**src/rtl/sum_datapath.sv**
```systemverilog
// rtl/sum_datapath.sv - summation datapath: down-counter, accumulator and result register
// Executes the {m1,m0} command from the control FSM every cycle; nill reports cnt == 0.
module sum_datapath #(
  parameter int WIDTH     = 8,
  parameter int ACC_WIDTH = 16
) (
  input  logic                 clk,
  input  logic                 rst,
  input  logic                 m0,
  input  logic                 m1,
  input  logic [WIDTH-1:0]     n_in,
  output logic                 nill,
  output logic [ACC_WIDTH-1:0] result,
  output logic                 done,
  output logic                 overflow
);

  typedef enum logic [1:0] {
    CMD_HOLD  = 2'b00,
    CMD_LOAD  = 2'b01,
    CMD_ACCUM = 2'b10,
    CMD_STORE = 2'b11
  } cmd_e;

  cmd_e                 cmd;
  logic [WIDTH-1:0]     cnt_q, cnt_d;
  logic [ACC_WIDTH-1:0] acc_q, acc_d;
  logic [ACC_WIDTH-1:0] result_q, result_d;
  logic                 done_q, done_d;
  logic                 overflow_q, overflow_d;
  logic [ACC_WIDTH:0]   sum_full;

  assign cmd = cmd_e'({m1, m0});

  // One extra bit captures the carry out of the accumulator.
  assign sum_full = {1'b0, acc_q} + (ACC_WIDTH + 1)'(cnt_q);

  always_comb begin
    cnt_d      = cnt_q;
    acc_d      = acc_q;
    result_d   = result_q;
    done_d     = 1'b0;
    overflow_d = overflow_q;
    case (cmd)
      CMD_LOAD: begin
        cnt_d      = n_in;
        acc_d      = '0;
        overflow_d = 1'b0;
      end
      CMD_ACCUM: begin
        if (cnt_q != '0) begin
          acc_d = sum_full[ACC_WIDTH-1:0];
          cnt_d = cnt_q - WIDTH'(1);
          if (sum_full[ACC_WIDTH]) overflow_d = 1'b1;
        end
      end
      CMD_STORE: begin
        result_d = acc_q;
        done_d   = 1'b1;
      end
      default: ;
    endcase
  end

  always_ff @(posedge clk) begin
    if (rst) begin
      cnt_q      <= '0;
      acc_q      <= '0;
      result_q   <= '0;
      done_q     <= 1'b0;
      overflow_q <= 1'b0;
    end else begin
      cnt_q      <= cnt_d;
      acc_q      <= acc_d;
      result_q   <= result_d;
      done_q     <= done_d;
      overflow_q <= overflow_d;
    end
  end

  assign nill     = (cnt_q == '0);
  assign result   = result_q;
  assign done     = done_q;
  assign overflow = overflow_q;

endmodule

```
**config.mk**
```make
export PLATFORM = sky130hd
export DESIGN_NAME = sum_datapath
export DESIGN_NICKNAME = d
export VERILOG_FILES = /design/src/rtl/sum_datapath.sv
export SDC_FILE = /design/constraint.sdc
export NUM_CORES = 1
export LEC_CHECK = 0
export CAP_MARGIN = 20
export CORE_MARGIN = 2
export CORE_UTILIZATION = 47
export CTS_BUF_LIST = sky130_fd_sc_hd__clkbuf_8
export CTS_CLUSTER_DIAMETER = 30
export DETAILED_ROUTE_END_ITERATION = 12
export PLACE_DENSITY = 0.78
export SETUP_SLACK_MARGIN = 0.2
export SKIP_CTS_REPAIR_TIMING = 1
export SKIP_LAST_GASP = 1
export SLEW_MARGIN = 20
export SYNTH_ARGS = -nofsm -noshare
export SYNTH_HDL_FRONTEND = slang
export SYNTH_SLANG_ARGS = --single-unit
```
**constraint.sdc**
```tcl
create_clock -name clk -period 1.98 [get_ports clk]
set_input_delay 0.594 -clock clk [delete_from_list [all_inputs] [get_ports clk]]
set_output_delay 0.594 -clock clk [all_outputs]
set_load 0.005 [all_outputs]
```
==> impl_results.md <==
* DP Area at 0.003017 sq mm
* DP HPWL at 4.285 mm
* Worst path max stage delay at 470 ps
* Initial Utilization at 48.35%
* Compound-Gate Fraction of Synth Area at 16.38%
* Final Max Slew Viols at 0
* # IOs at 31
* CTS root buffer: clkbuf_8
* Post-Synthesis Cells at 262
* Fin area at 0.003478 sq mm
* H-tree depth at 2
* Number of cells on the worst hold path at 2
* Area growth from synthesis to layout at 53.34%
* Status: complete, but fails checks
* Adder-Cell Fraction of Synth Area at 8.053%
* Hold Slack at 490.6 ps
* Mux cell area share after synthesis at 10.59%
* Nets in the synthesized netlist at 288
* Setup TNS at -151.7 ps
* Worst flop-to-flop path startpoint: cnt_q[0]
* Worst min path class: reg -> reg
* Critical Path, Cell by Cell: ha_4 > inv_2 > fa_2 > nor2b_4 > o31ai_4 > a31o_4 > or4b_1 > nand2_1
* R2R depth at 8
* Cell variety after synth at 46
* Tcrit/Tclk final at 103.2%
* Final #Nets at 367
* DRC at 0
* Max IR drop VDD at 0.4261 mV
* Number of synthesized register bits at 42
* Setup Viol. Count Final at 3
* Peak Freq at 0.4896 GHz
* Vias in the first global route at 2196
* Syn avg cell area at 8.658 sq um
* Num CTS Buffers at 5
* Worst R2R End: acc_q[8]
* Worst endpoint required time at 2230 ps
* Max Cap Viol at 0
* Fin crit period at 2043 ps
* RSZ-0062 raised after global routing: true
* Chip width at 73.47 um
* Final worst setup slack at -62.60 ps
* GRT overflow at 0
* Worst-Skew Late Latency at 310 ps
* DR vias at 2284
* Port-buffer cells at 30
* Data arrival time of the critical path at 2300 ps
* CP delay by family, top: simple AND/OR/NAND/NOR gates
* Crit path buffers/inverters at 1
* Via density at 5.768
* Hold Crit Start: acc_q[14]
* Die H at 73.47 um
* Max-slew headroom at 78.46%
* Antenna Cells at 0
* Synth Area in Simple Gates at 23.00%
* Largest family of logic cells by synthesized area: simple AND/OR/NAND/NOR gates
* Sink Count at 42
* Final ANT Viol Nets at 0
* Core Box Area at 0.004692 sq mm
* DP Cell Count at 379
* CP Class: reg -> reg
* Layout Cells excl Fill at 396
* Die area at 0.005398 sq mm
* TritonCTS clock tree: yes
* Largest net degree at the start of global routing at 18
* Slowest CP cell: or4b_1
* First-pass GRT wire length at 9.591 mm
* Mapped cell area at 0.002268 sq mm
* Layout cells sized above 1 at 34.50%
* Most used DFF post-synth: dfxtp_1
* First drt pass iteration count at 4
* Antenna violations before repair at 0
* Routed WL at 6.709 mm
* Worst setup SP type: flop
* CP Capture Type: flop
* Worst Hold Path EP: acc_q[14]
* Register area share after synthesis at 37.07%
* Worst Tran Pin Value at 323.2 ps
* CTS max path bufs at 2
* R2R Setup Slk at -60 ps
* Async set-reset flop share out of synthesis at 0%
* Crit-path max FO at 5
* Final hold violations at 0
* Routed len/inst at 16.94 um
* Pwr Total at 0.002338 W
* Failing checks: negative setup slack
* GRT Util Overall at 22.84%
* Core Rows at 25
* Final Skew at 6.394 ps
* Ys Warns at 0
* Pleak at 1.426 nW
* Initial drt markers at 176
* Clock transition at path regs at 80 ps
* PwrDens at 672.2 mW/mm^2
* EDFF count, synth at 0
* Xor/xnor cell area share of the yosys netlist at 0.7722%
* GP Congestion at 0.8615
-- tightest hold or removal path, stage by stage, from the launching register on --
cell and delay (ps):
dfxtp_1 340, nand2_1 60, mux2i_1 50
-- registers in the layout, indices dropped and copies added, names as in the netlist --
name / count
acc_q: 16
cnt_q: 8
done: 1
overflow: 1
result: 16
-- synthesized netlist by cell type, types with 2 or more instances --
library cell	instances	area (sq um)
a211oi_1	4	30.03
o21ai_1	8	40.04
or3_1	11	68.82
ha_1	13	162.7
nand2_1	16	60.06
clkbuf_1	5	18.77
xnor2_1	2	17.52
nor2b_1	3	18.77
nor2_1	32	120.1
o21ai_0	7	35.03
o211a_1	2	20.02
nand4b_1	2	17.52
dfxtp_1	42	840.8
mux2i_1	24	240.2
nand4_1	2	12.51
and2_1	2	12.51
nor3b_1	4	30.03
nand3_1	10	50.05
a21o_1	2	15.01
o21a_1	2	15.01
nor3_1	8	40.04
nand3b_1	2	15.01
inv_1	9	33.78
buf_2	6	30.03
o31a_1	2	17.52
buf_1	3	11.26
a21oi_1	19	95.09
and4_1	2	17.52
-- how the worst max path moves through the flow --
stage / start / cells after the start / to / slack, ps
after global placement: m0 / 7 / acc_q[8] / -300
after detailed placement: m1 / 7 / acc_q[12] / -390
after CTS: cnt_q[0] / 5 / nill / -430
after floorplan: cnt_q[0] / 8 / acc_q[8] / -0.4
after global routing: cnt_q[0] / 5 / nill / -120
final: cnt_q[0] / 8 / acc_q[8] / -60
-- layout make-up --
cell class / instances / area (sq um)
Clock buffer: 5 / 68.82
Clock inverter: 3 / 68.82
Fill cell: 340 / 1214
Inverter: 9 / 36.28
Multi-Input combinational cell: 197 / 1615
Sequential cell: 42 / 860.8
Tap cell: 54 / 67.56
Timing Repair Buffer: 86 / 760.7
-- layout by cell type (no fill, tap or decap), drive strengths merged, types with 5 or more instances in the layout --
cell type | synthesis | routed
nand3 | 10 | 10
dfxtp | 42 | 42
mux2i | 24 | 24
clkbuf | 5 | 5
nor2 | 32 | 32
nand2 | 16 | 16
ha | 13 | 13
inv | 9 | 9
dlymetal6s2s | 0 | 5
a21oi | 19 | 19
or3 | 11 | 11
nor3 | 8 | 8
o21ai | 15 | 15
clkdlybuf4s50 | 0 | 25
buf | 9 | 56
-- where the power goes --
| part | switching [W] | leakage (nW) | internal, W | total, W |
|---|---|---|---|---|
| combinational | 0.000301 | 1.01 | 0.000316 | 0.000617 |
| sequential | 0.0000282 | 0.345 | 0.000870 | 0.000899 |
| clock | 0.000317 | 0.0683 | 0.000505 | 0.000823 |
| total | 0.000647 | 1.43 | 0.00169 | 0.00234 |
-- layer usage --
metal | GRT usage [%] | vias to the layer above | routed length [um]
met4 | 11.52 | 0 | 153
li1 | - | 1107 | -
met5 | 0 | - | 0
met3 | 4.252 | 15 | 274
met1 | 26.16 | 1090 | 2758
met2 | 40.18 | 72 | 3522
-- logic make-up (layout without fill, tap and decap cells) --
group,Yosys count,in the layout
simple gates,99,99
fa+ha+maj,14,14
mux,24,24
flops,42,42
buf+inv,23,103
xor+xnor,2,2
compound gates,58,58
-- metrics by stage --
step | utilization [%] | worst slack, ps
finish | 74.13 | -62.60
global route | 74.13 | -116.8
CTS | 67.23 | -428.4
detailed placement | 64.29 | -392.4
global placement | 64.29 | -303.2
floorplan | - | -0.4452
(Power assumes the default switching activity.)
